===== config.mk =====
export PLATFORM = sky130hd
export DESIGN_NAME = cmd_frame_ctrl
export DESIGN_NICKNAME = d
export VERILOG_FILES = /design/src/rtl/cmd_frame_ctrl.sv
export SDC_FILE = /design/constraint.sdc
export NUM_CORES = 1
export LEC_CHECK = 0
export CAP_MARGIN = 20
export CORE_MARGIN = 5
export CORE_UTILIZATION = 30
export DETAILED_ROUTE_END_ITERATION = 7
export PLACE_DENSITY = 0.51
export SETUP_SLACK_MARGIN = 0.02
export SKIP_CTS_REPAIR_TIMING = 1
export SLEW_MARGIN = 25
export SYNTH_ARGS = -nofsm -noshare
export SYNTH_HDL_FRONTEND = slang
export SYNTH_SLANG_ARGS = --single-unit

===== constraint.sdc =====
create_clock -name CLK -period 2.1 [get_ports CLK]
set_input_delay 0.21 -clock CLK [delete_from_list [all_inputs] [get_ports CLK]]
set_output_delay 0.21 -clock CLK [all_outputs]
set_load 0.02 [all_outputs]

===== src/rtl/cmd_frame_ctrl.sv =====
// UART command-frame controller for the REF clock domain: decodes write, read and ALU frames,
// drives the register file and ALU, and returns results to the TX FIFO one byte at a time, LSB byte first.
module cmd_frame_ctrl #(
   parameter int DATA_WIDTH     = 8,
   parameter int ADDR_WIDTH     = 4,
   parameter int ALU_OUT_WIDTH  = 16,
   parameter int OPA_ADDR       = 0,
   parameter int OPB_ADDR       = 1,
   parameter int TIMEOUT_CYCLES = 1024,
   parameter logic [DATA_WIDTH-1:0] WR_CMD      = 'hAA,
   parameter logic [DATA_WIDTH-1:0] RD_CMD      = 'hBB,
   parameter logic [DATA_WIDTH-1:0] ALU_OP_CMD  = 'hCC,
   parameter logic [DATA_WIDTH-1:0] ALU_NOP_CMD = 'hDD
) (
   input  logic                     CLK,
   input  logic                     RST,
   input  logic [DATA_WIDTH-1:0]    RX_P_DATA,
   input  logic                     RX_D_VLD,
   input  logic [DATA_WIDTH-1:0]    RdData,
   input  logic                     RdData_Valid,
   input  logic [ALU_OUT_WIDTH-1:0] ALU_OUT,
   input  logic                     OUT_Valid,
   input  logic                     TX_FULL,
   output logic                     ALU_EN,
   output logic [3:0]               ALU_FUN,
   output logic                     CLK_EN,
   output logic [ADDR_WIDTH-1:0]    Address,
   output logic                     WrEn,
   output logic                     RdEn,
   output logic [DATA_WIDTH-1:0]    WrData,
   output logic [DATA_WIDTH-1:0]    TX_P_DATA,
   output logic                     TX_D_VLD,
   output logic                     BUSY,
   output logic                     FRAME_ERR
);

   localparam int NB     = (ALU_OUT_WIDTH + DATA_WIDTH - 1) / DATA_WIDTH;
   localparam int BUF_W  = NB * DATA_WIDTH;
   localparam int CW     = $clog2(NB + 1);
   localparam bit TMO_EN = (TIMEOUT_CYCLES > 0);
   localparam int TW     = TMO_EN ? $clog2(TIMEOUT_CYCLES + 1) : 1;
   localparam logic [TW-1:0] TMO_LAST = TMO_EN ? TW'(TIMEOUT_CYCLES - 1) : '0;

   typedef enum logic [3:0] {
      S_IDLE, S_WR_ADDR, S_WR_DATA, S_RD_ADDR, S_RD_WAIT,
      S_ALU_A, S_ALU_B, S_ALU_F, S_ALU_WAIT, S_TX_SEND
   } state_t;

   state_t                  state_q, state_d;
   logic [ADDR_WIDTH-1:0]   addr_q, addr_d;
   logic [DATA_WIDTH-1:0]   wr_data_q, wr_data_d;
   logic [3:0]              alu_fun_q, alu_fun_d;
   logic [DATA_WIDTH-1:0]   tx_data_q, tx_data_d;
   logic [BUF_W-1:0]        buf_q, buf_d;
   logic [CW-1:0]           left_q, left_d;
   logic [TW-1:0]           tmo_q, tmo_d;
   logic                    wr_en_q, wr_en_d;
   logic                    rd_en_q, rd_en_d;
   logic                    alu_en_q, alu_en_d;
   logic                    clk_en_q, clk_en_d;
   logic                    tx_vld_q, tx_vld_d;
   logic                    busy_q, busy_d;
   logic                    err_q, err_d;
   logic                    accept;

   // NOTE: every variable gets its hold/idle value first so no path through the case infers a latch.
   always_comb begin
      state_d   = state_q;
      addr_d    = addr_q;
      wr_data_d = wr_data_q;
      alu_fun_d = alu_fun_q;
      tx_data_d = tx_data_q;
      buf_d     = buf_q;
      left_d    = left_q;
      tmo_d     = '0;
      wr_en_d   = 1'b0;
      rd_en_d   = 1'b0;
      alu_en_d  = 1'b0;
      tx_vld_d  = 1'b0;
      err_d     = 1'b0;
      accept    = 1'b0;

      case (state_q)
         S_IDLE: if (RX_D_VLD) begin
            if      (RX_P_DATA == WR_CMD)      state_d = S_WR_ADDR;
            else if (RX_P_DATA == RD_CMD)      state_d = S_RD_ADDR;
            else if (RX_P_DATA == ALU_OP_CMD)  state_d = S_ALU_A;
            else if (RX_P_DATA == ALU_NOP_CMD) state_d = S_ALU_F;
            else                               err_d   = 1'b1;
         end
         S_WR_ADDR: if (RX_D_VLD) begin
            accept  = 1'b1;
            addr_d  = RX_P_DATA[ADDR_WIDTH-1:0];
            state_d = S_WR_DATA;
         end
         S_WR_DATA: if (RX_D_VLD) begin
            accept    = 1'b1;
            wr_en_d   = 1'b1;
            wr_data_d = RX_P_DATA;
            state_d   = S_IDLE;
         end
         S_RD_ADDR: if (RX_D_VLD) begin
            accept  = 1'b1;
            rd_en_d = 1'b1;
            addr_d  = RX_P_DATA[ADDR_WIDTH-1:0];
            state_d = S_RD_WAIT;
         end
         S_RD_WAIT: if (RdData_Valid) begin
            accept  = 1'b1;
            buf_d   = BUF_W'(RdData);
            left_d  = CW'(1);
            state_d = S_TX_SEND;
         end
         S_ALU_A, S_ALU_B: if (RX_D_VLD) begin
            accept    = 1'b1;
            wr_en_d   = 1'b1;
            wr_data_d = RX_P_DATA;
            addr_d    = (state_q == S_ALU_A) ? ADDR_WIDTH'(OPA_ADDR) : ADDR_WIDTH'(OPB_ADDR);
            state_d   = (state_q == S_ALU_A) ? S_ALU_B : S_ALU_F;
         end
         S_ALU_F: if (RX_D_VLD) begin
            accept    = 1'b1;
            alu_en_d  = 1'b1;
            alu_fun_d = RX_P_DATA[3:0];
            state_d   = S_ALU_WAIT;
         end
         S_ALU_WAIT: if (OUT_Valid) begin
            accept  = 1'b1;
            buf_d   = BUF_W'(ALU_OUT);
            left_d  = CW'(NB);
            state_d = S_TX_SEND;
         end
         S_TX_SEND: if (!TX_FULL) begin
            tx_vld_d  = 1'b1;
            tx_data_d = buf_q[DATA_WIDTH-1:0];
            buf_d     = buf_q >> DATA_WIDTH;
            left_d    = left_q - CW'(1);
            if (left_q == CW'(1)) state_d = S_IDLE;
         end
         default: state_d = S_IDLE;
      endcase

      // Bytes arriving while a response is pending are dropped, not queued.
      if (RX_D_VLD && (state_q == S_RD_WAIT || state_q == S_ALU_WAIT || state_q == S_TX_SEND))
         err_d = 1'b1;

      // The watchdog only runs while waiting on the host or on the register file / ALU.
      if (state_q != S_IDLE && state_q != S_TX_SEND && !accept) begin
         if (TMO_EN && tmo_q == TMO_LAST) begin
            err_d   = 1'b1;
            state_d = S_IDLE;
         end else if (TMO_EN) begin
            tmo_d = tmo_q + TW'(1);
         end
      end

      clk_en_d = (state_d == S_ALU_F) || (state_d == S_ALU_WAIT);
      busy_d   = (state_d != S_IDLE);
   end

   // NOTE: sequential state uses non-blocking assignments so every flop samples pre-edge values.
   // NOTE: the TX buffer and byte count are reset too, so a reset mid-response can never leak stale bytes.
   always_ff @(posedge CLK or posedge RST) begin
      if (RST) begin
         state_q   <= S_IDLE;
         addr_q    <= '0;
         wr_data_q <= '0;
         alu_fun_q <= '0;
         tx_data_q <= '0;
         buf_q     <= '0;
         left_q    <= '0;
         tmo_q     <= '0;
         wr_en_q   <= 1'b0;
         rd_en_q   <= 1'b0;
         alu_en_q  <= 1'b0;
         clk_en_q  <= 1'b0;
         tx_vld_q  <= 1'b0;
         busy_q    <= 1'b0;
         err_q     <= 1'b0;
      end else begin
         state_q   <= state_d;
         addr_q    <= addr_d;
         wr_data_q <= wr_data_d;
         alu_fun_q <= alu_fun_d;
         tx_data_q <= tx_data_d;
         buf_q     <= buf_d;
         left_q    <= left_d;
         tmo_q     <= tmo_d;
         wr_en_q   <= wr_en_d;
         rd_en_q   <= rd_en_d;
         alu_en_q  <= alu_en_d;
         clk_en_q  <= clk_en_d;
         tx_vld_q  <= tx_vld_d;
         busy_q    <= busy_d;
         err_q     <= err_d;
      end
   end

   assign ALU_EN    = alu_en_q;
   assign ALU_FUN   = alu_fun_q;
   assign CLK_EN    = clk_en_q;
   assign Address   = addr_q;
   assign WrEn      = wr_en_q;
   assign RdEn      = rd_en_q;
   assign WrData    = wr_data_q;
   assign TX_P_DATA = tx_data_q;
   assign TX_D_VLD  = tx_vld_q;
   assign BUSY      = busy_q;
   assign FRAME_ERR = err_q;

endmodule


==> flow_summary_export.csv, run 1 <==
group,metric,value,unit
run_status,status,"completed",
pwr,p_leak,1.80,nW
placed_design,placed_cell_area,4000,um^2
final_layout,antenna_cells,0,
floorplan,fp.dieW,110,um
placed_design,dp_slack,-4.62,ps
clock_network,clk_pin_slew,70,ps
pwr,power_density,1120,nW/um^2
final_layout,syn2layout_area_growth,38.4,%
sta,hold_viol,0,
floorplan,dieArea,12200,um^2
clock_network,root_buffer,"clkbuf_8",
floorplan,core.rowCount,36,
logic_synthesis,synth_edf_count,0,
sta,slew_headroom,0.714,
critical_path,crit_required,2380,ps
critical_path,crit_path_max_fanout,8,
routing,routed_via_density,4.60,
critical_path,reg2reg_from,"state_q[1]",
grt,grt_first_pass_wirelength,12500,um
pwr,p_total,4.68,mW
critical_path,cp-end-kind,"register",
pwr,max-vdd-ir-drop,451,uV
sta,setup_violations,0,
min_path,hold_path.class,"input port to asynchronous set/reset pin",
logic_synthesis,synth_cells,299,
placed_design,io_buffers,68,
grt,grt_max_degree,65,
logic_synthesis,yosysSeqAreaShare,0.530,
critical_path,crit_type,"register to register",
clock_network,clock_path_buffers,2,
placed_design,gp_congestion,0.830,
floorplan,start_util,0.308,
floorplan,core_area,9820,um^2
logic_synthesis,syn-num-nets,339,
critical_path,worstRegToRegCells,5,
sta,clock_skew,6.97,ps
logic_synthesis,yosys_warnings,0,
routing,drt_pass1_iterations,4,
logic_synthesis,synth_cell_types,45,
final_layout,layout-drive-gt1-share,0.173,
grt,overflow,0,
routing,postRouteAntennaNets,0,
logic_synthesis,synth.avg_cell_area,10.1,um^2
final_layout,final_cell_area,4190,um^2
logic_synthesis,ys.flop_type,"dfrtp_1",
sta,period_minus_slack,1990,ps
sta,fmax,502,MHz
clock_network,clkLatencyLatePin,340,ps
run,drv_cap,0,
clock_network,htreeDepth,3,
final_layout,nets,428,
logic_synthesis,synth_area,3020,um^2
routing,routed_wirelength,7570,um
logic_synthesis,async_reset_ff_frac,1.00,
routing,wl_per_cell,14.4,um
clock_network,numCtsBuffers,9,
routing,drtIter0Drc,140,
floorplan,die_h,110,um
sta,tightestPinTransition,427,ps
final_layout,final_cell_mix,"68 x clkdlybuf4s50_1, 63 x dfrtp_1, 41 x nand2_1, 30 x o21ai_0",
grt,grt.total_usage,0.126,
critical_path,worstPathArrival,2270,ps
sta,whs,251,ps
placed_design,dp_hpwl,5550,um
logic_synthesis,ys_ff_latch,64,
sta,drv_slew,0,
grt,grt_pass1_vias,2445,
critical_path,reg2reg_to,"CLK_EN",
clock_network,cts.sinks,64,
routing,via_count,2417,
critical_path,cp-startpoint,"state_q[1]",
sta,setup_slack,107,ps
grt,antenna_found_initial,0,
sta,finalCritPeriodShare,0.949,
critical_path,cp-endpoint,"CLK_EN",
critical_path,r2r_setup_slack,110,ps
final_layout,final_common_cell,"clkdlybuf4s50_1",
critical_path,critPathLaunchType,"register",
routing,drc,0,
sta,rsz0062_at_grt,"true",
clock_network,cts_tree,"built",
floorplan,ioPinCount,69,
-- Yosys cell counts (all sizes together), types with 3 or more instances --
cell    instances  area [um^2]
a21oi          10         50.1
a22o            9         78.8
buf             7         36.3
clkbuf          7         26.3
dfrtp          64         1600
inv            11         41.3
mux2           16          180
mux2i           8         80.1
nand2          41          154
nand2b          5         31.3
nand3           7         35.0
nand4           3         18.8
nor2           24         92.6
nor2b           4         27.5
nor3            8         45.0
o21a            3         22.5
o21ai          32          160
or2             3         18.8
xnor2           7         61.3
xor2            4         35.0
-- power breakdown --
part / leakage, nW / switching, mW / internal, mW
sequential: 0.855 / 0.204 / 1.57
combinational: 0.853 / 1.02 / 0.950
clock: 0.0878 / 0.481 / 0.451
total: 1.80 / 1.71 / 2.97
-- how the worst min path moves through the flow --
stage,start,cells after the start,to,slack [ps]
floorplan,RX_P_DATA[0],2,ALU_FUN[0],320
global placement,buf_q[7],2,buf_q[7],460
detailed placement,buf_q[5],2,buf_q[5],470
CTS,RST,3,tmo_q[1],250
global route,RST,3,tmo_q[2],280
finish,RST,3,tmo_q[2],250
-- flip-flops by register name, indices dropped and copies added, names as in the netlist --
signal and cells:
buf_q 16, tmo_q 11, TX_P_DATA 8, WrData 8, ALU_FUN 4, Address 4, state_q 4, left_q 2
ALU_EN 1, BUSY 1, CLK_EN 1, FRAME_ERR 1, RdEn 1, TX_D_VLD 1, WrEn 1
-- layout make-up --
cell class,instances,area (um^2)
Fill cell,1008,5630
Sequential cell,64,1600
Multi-Input combinational cell,210,1330
Timing Repair Buffer,92,873
Tap cell,133,166
Clock buffer,10,138
Inverter,11,41.3
Clock inverter,6,35.0
-- kinds of logic (layout without fill, tap and decap cells) --
logic type | after synthesis | count (layout) | share of synthesized area
AND/OR/NAND/NOR | 108 | 108 | 0.173
multiplexers | 24 | 24 | 0.0861
flip-flops | 64 | 64 | 0.530
adder cells (fa/ha/maj) | 2 | 2 | 0.00827
AO/OA/AOI/OAI | 65 | 65 | 0.137
XOR/XNOR | 11 | 11 | 0.0319
buffers and inverters | 25 | 119 | 0.0343
-- through the flow --
| stage | util | std cells | setup TNS (ps) |
|---|---|---|---|
| after global routing | 0.426 | 526 | 0 |
| after CTS | 0.425 | 526 | 0 |
| after detailed placement | 0.407 | 510 | -4.62 |
| after global placement | 0.407 | 510 | 0 |
| final | 0.426 | 526 | 0 |
| after floorplan | - | 299 | 0 |
-- critical path, cell delays in order, from the launching register on --
cell     delay, ps
dfrtp_2        470
or2_2          350
or4_1          550
o21a_1         230
a21oi_1        170
a22o_1         160
-- layer usage --
metal	vias to the layer above	global-route usage	share of wire
met5	-	0	0
met4	0	0.0517	0.019
met3	12	0.0301	0.033
met2	46	0.193	0.46
met1	1140	0.169	0.48
li1	1219	-	-
Note: power is estimated with default switching activity, not from simulation.
==> inputs of run 2 (changes only) <==
--- a/config.mk
+++ b/config.mk
@@ -10,6 +10,7 @@
 export CORE_UTILIZATION = 30
 export DETAILED_ROUTE_END_ITERATION = 7
 export PLACE_DENSITY = 0.51
+export RECOVER_POWER = 50
 export SETUP_SLACK_MARGIN = 0.02
 export SKIP_CTS_REPAIR_TIMING = 1
 export SLEW_MARGIN = 25
==> run 2 against run 1 <==
Compared with the run above: sequential power is essentially flat; sequential share of layout area grew 0.24 points; register-to-register slack is essentially flat; fmax grew 0.32%; cell count is the same; utilization shrank 0.27 points; die area is the same; count of clock-buffer cells in the layout is the same; first-iteration DRC count is the same; worst setup slack gained 6.4 ps; critical endpoint unchanged; largest cell class unchanged; highest routed layer unchanged.
==> flow_summary_export.csv, run 2 (synthesis gave the netlist of run 1 again) <==
group,metric,value,unit
final_layout,antenna_cells,0,
sta,slew_headroom,0.0413,
sta,hold_viol,0,
pwr,max-vdd-ir-drop,450,uV
sta,fmax,503,MHz
floorplan,die_h,110,um
critical_path,crit_path_max_fanout,8,
sta,finalCritPeriodShare,0.946,
final_layout,reg_top3,"buf_q: 16 flops, tmo_q: 11 flops",
clock_network,htreeDepth,3,
sta,setup_violations,0,
sta,clock_skew,6.97,ps
placed_design,dp_slack,-4.62,ps
placed_design,placed_cell_area,4000,um^2
clock_network,cts.sinks,64,
placed_design,dp.cells,510,
routing,routed_via_density,4.60,
clock_network,clk_pin_slew,70,ps
clock_network,root_buffer,"clkbuf_8",
floorplan,dieArea,12200,um^2
clock_network,numCtsBuffers,9,
min_path,hold_depth,1,
critical_path,critPathLaunchType,"register",
floorplan,start_util,0.308,
critical_path,crit_required,2380,ps
run,drv_cap,0,
critical_path,worstRegToRegCells,5,
sta,rsz0062_at_grt,"true",
placed_design,dp_hpwl,5550,um
sta,drv_slew,0,
clock_network,cts_tree,"built",
routing,wl_per_cell,14.4,um
final_layout,regMostFlops,"buf_q",
pwr,power_density,1120,nW/um^2
final_layout,syn2layout_area_growth,37.5,%
clock_network,clkLatencyLatePin,340,ps
grt,overflow,0,
grt,grt_pass1_vias,2445,
placed_design,io_buffers,68,
final_layout,layout-drive-gt1-share,0.163,
run_status,status,"completed",
min_path,hold_path.class,"register to register",
floorplan,fp.dieW,110,um
floorplan,core.rowCount,36,
critical_path,cp-end-kind,"register",
clock_network,clock_path_buffers,2,
routing,postRouteAntennaNets,0,
final_layout,fin_cells,526,
grt,grt_first_pass_wirelength,12500,um
pwr,p_leak,1.80,nW
critical_path,crit_type,"register to register",
routing,routed_wirelength,7580,um
final_layout,final_cell_mix,"63 x dfrtp_1, 60 x clkdlybuf4s50_1, 41 x nand2_1, 30 x o21ai_0, 23 x nor2_1",
routing,drc,0,
grt,antenna_found_initial,0,
critical_path,worstPathArrival,2260,ps
floorplan,core_area,9820,um^2
final_layout,final_cell_area,4160,um^2
grt,grt_max_degree,65,
sta,setup_slack,114,ps
final_layout,largest_reg_flops,16,
routing,drtIter0Drc,140,
placed_design,gp_congestion,0.830,
final_layout,final_common_cell,"dfrtp_1",
grt,grt.total_usage,0.126,
routing,drt_pass1_iterations,4,
sta,tightestPinTransition,1440,ps
routing,via_count,2419,
final_layout,nets,428,
floorplan,ioPinCount,69,
sta,period_minus_slack,1990,ps
sta,whs,471,ps
==> run 2: worst paths after layout <==
kind / start / end / slack [ps]
setup / recovery: state_q[1] / CLK_EN / 110
hold / removal: Address[0] / Address[0] / 470
setup reg to reg: state_q[1] / CLK_EN / 110
hold reg to reg: Address[0] / Address[0] / 470
max in group asynchronous: RST / state_q[1] / 470
min in group asynchronous: RST / tmo_q[2] / 670
==> run 2: critical path, cell delays in order (launching register included) <==
cell     delay, ps
dfrtp_2        470
or2_2          350
or4_1          550
o21a_1         230
a21oi_1        170
a22o_1         160
==> run 2: report_power, final <==
part | switching (mW) | total (mW) | internal [mW]
logic | 1.02 | 1.95 | 0.927
clock network | 0.481 | 0.933 | 0.451
registers | 0.203 | 1.77 | 1.57
==> run 2: final cells by class <==
class / count / area (um^2)
Clock buffer: 10 / 138
Timing Repair Buffer: 92 / 847
Sequential cell: 64 / 1600
Fill cell: 1011 / 5660
Tap cell: 133 / 166
Clock inverter: 6 / 35.0
Inverter: 11 / 41.3
Multi-Input combinational cell: 210 / 1330
==> run 2: routing by layer <==
layer	global-route usage	wire [um]	share of wire
met4	0.0517	144	0.019
met2	0.193	3520	0.46
met1	0.169	3670	0.48
met3	0.0301	247	0.033
met5	0	0	0
==> run 2: per-stage QoR <==
step	utilization	total power, mW	TNS (ps)
after floorplan	-	3.01	0
after global placement	0.407	3.75	0
after detailed placement	0.407	3.77	-4.62
after CTS	0.425	4.73	0
after global routing	0.424	4.99	0
final	0.424	4.65	0
==> inputs of run 3 (changes only) <==
--- a/config.mk
+++ b/config.mk
@@ -6,8 +6,10 @@
 export NUM_CORES = 1
 export LEC_CHECK = 0
 export CAP_MARGIN = 20
+export CORE_ASPECT_RATIO = 1.5
 export CORE_MARGIN = 5
 export CORE_UTILIZATION = 30
+export CTS_CLUSTER_DIAMETER = 50
 export DETAILED_ROUTE_END_ITERATION = 7
 export PLACE_DENSITY = 0.51
 export RECOVER_POWER = 50
==> run 3 against run 2 <==
Compared with the run above: non-clock buffer count rose by 2; sequential share of layout area down 1.3 points; count of clock-buffer cells in the layout did not move; global-route usage is 0.85 points higher; worst setup slack improved by 39 ps; clock skew decreased by 1.9 ps; total power up 14%; sequential power about the same; critical path depth unchanged; largest power group unchanged.
==> flow_summary_export.csv, run 3 (synthesis gave the netlist of run 1 again) <==
group,metric,value,unit
run_status,status,"completed",
routing,routed_via_density,4.78,
floorplan,ioPinCount,69,
grt,grt.total_usage,0.134,
grt,overflow,0,
critical_path,crit_type,"register to register",
sta,slew_headroom,0.353,
sta,fmax,514,MHz
final_layout,layout-drive-gt1-share,0.170,
pwr,p_leak,1.89,nW
final_layout,fillCellCount,986,
sta,clock_skew,5.08,ps
final_layout,final_cell_area,4310,um^2
critical_path,critPathLaunchType,"register",
sta,drv_slew,0,
clock_network,htreeDepth,3,
critical_path,worstPathArrival,2210,ps
placed_design,placed_cell_area,4000,um^2
sta,hold_viol,0,
sta,finalCritPeriodShare,0.927,
final_layout,largest_reg_flops,16,
floorplan,start_util,0.302,
sta,finalSetupTns,0,ps
clock_network,cts.sinks,64,
clock_network,clock_path_buffers,2,
floorplan,dieArea,12200,um^2
routing,via_count,2446,
placed_design,gp_congestion,0.753,
clock_network,clkLatencyLatePin,330,ps
critical_path,reg2reg_to,"CLK_EN",
floorplan,fp.dieW,92.0,um
floorplan,die_h,133,um
final_layout,syn2layout_area_growth,42.4,%
final_layout,final_cell_mix,"63 x dfrtp_1, 56 x clkdlybuf4s50_1, 41 x nand2_1, 30 x o21ai_0",
critical_path,crit_required,2360,ps
final_layout,reg_top3,"buf_q: 16 flops, tmo_q: 11 flops",
run,drv_cap,0,
grt,grt_pass1_vias,2529,
floorplan,core.rowCount,45,
final_layout,final_common_cell,"dfrtp_1",
routing,postRouteAntennaNets,0,
final_layout,regMostFlops,"buf_q",
pwr,max-vdd-ir-drop,690,uV
critical_path,r2r_setup_slack,150,ps
sta,rsz0062_at_grt,"false",
final_layout,antenna_cells,0,
critical_path,cp-endpoint,"CLK_EN",
grt,grt_first_pass_wirelength,13000,um
routing,drc,0,
placed_design,dp_hpwl,5680,um
routing,routed_wirelength,7670,um
clock_network,numCtsBuffers,9,
grt,grt_max_degree,41,
pwr,power_density,1240,nW/um^2
routing,drtIter0Drc,83,
final_layout,nets,430,
critical_path,cp-startpoint,"state_q[0]",
routing,wl_per_cell,15.0,um
floorplan,core_area,10000,um^2
clock_network,cts_tree,"built",
sta,setup_violations,0,
sta,period_minus_slack,1950,ps
critical_path,cp-end-kind,"register",
critical_path,reg2reg_from,"state_q[0]",
grt,antenna_found_initial,0,
critical_path,worstRegToRegCells,5,
critical_path,crit_path_max_fanout,6,
clock_network,clk_pin_slew,50,ps
placed_design,io_buffers,68,
min_path,hold_path.class,"input port to asynchronous set/reset pin",
routing,drt_pass1_iterations,4,
clock_network,root_buffer,"clkbuf_16",
sta,tightestPinTransition,970,ps
-- run 3: critical path, stage by stage, from the launching register on --
cell     delay (ps)
dfrtp_1         430
or2_2           380
or4_1           540
o21ai_2         200
nor2b_2         180
a22o_1          150
-- run 3: power by group --
group	internal, mW	switching [mW]
Clock	1.06	0.522
Sequential	1.57	0.194
Combinational	0.933	1.04
-- run 3: worst min path at each step --
| stage | from | to | slack, ps | cells after the start |
|---|---|---|---|---|
| CTS | RST | ALU_EN | 110 | 2 |
| floorplan | RX_P_DATA[0] | ALU_FUN[0] | 320 | 2 |
| finish | RST | ALU_EN | 270 | 2 |
| detailed placement | RST | ALU_EN | 460 | 2 |
| global placement | RST | ALU_EN | 460 | 2 |
| global route | RST | ALU_FUN[0] | 300 | 2 |
-- run 3: area by class of cell --
cell class | instances | area [um^2] | area share
Clock buffer | 10 | 239 | 0.0555
Inverter | 11 | 41.3 | 0.00959
Sequential cell | 64 | 1600 | 0.372
Timing Repair Buffer | 94 | 866 | 0.201
Tap cell | 117 | 146 | 0.0340
Clock inverter | 6 | 82.6 | 0.0192
Multi-Input combinational cell | 210 | 1330 | 0.309
-- run 3: stage by stage --
stage / hold slack, ps / utilization / power (mW) / worst slack, ps / cells
after floorplan: 315 / - / 3.01 / 116 / 299
after CTS: 111 / 0.431 / 5.41 / 66.1 / 512
final: 265 / 0.430 / 5.32 / 153 / 512
after global placement: 457 / 0.399 / 3.77 / 29.5 / 496
after global routing: 298 / 0.430 / 5.67 / 36.0 / 512
after detailed placement: 456 / 0.399 / 3.79 / -44.7 / 496
-- run 3: metal layers --
layer / wire length [um] / part of all wire / track usage
met5: 0 / 0 / 0
met4: 190 / 0.025 / 0.0661
met3: 306 / 0.040 / 0.0341
met2: 3930 / 0.51 / 0.219
met1: 3240 / 0.42 / 0.164
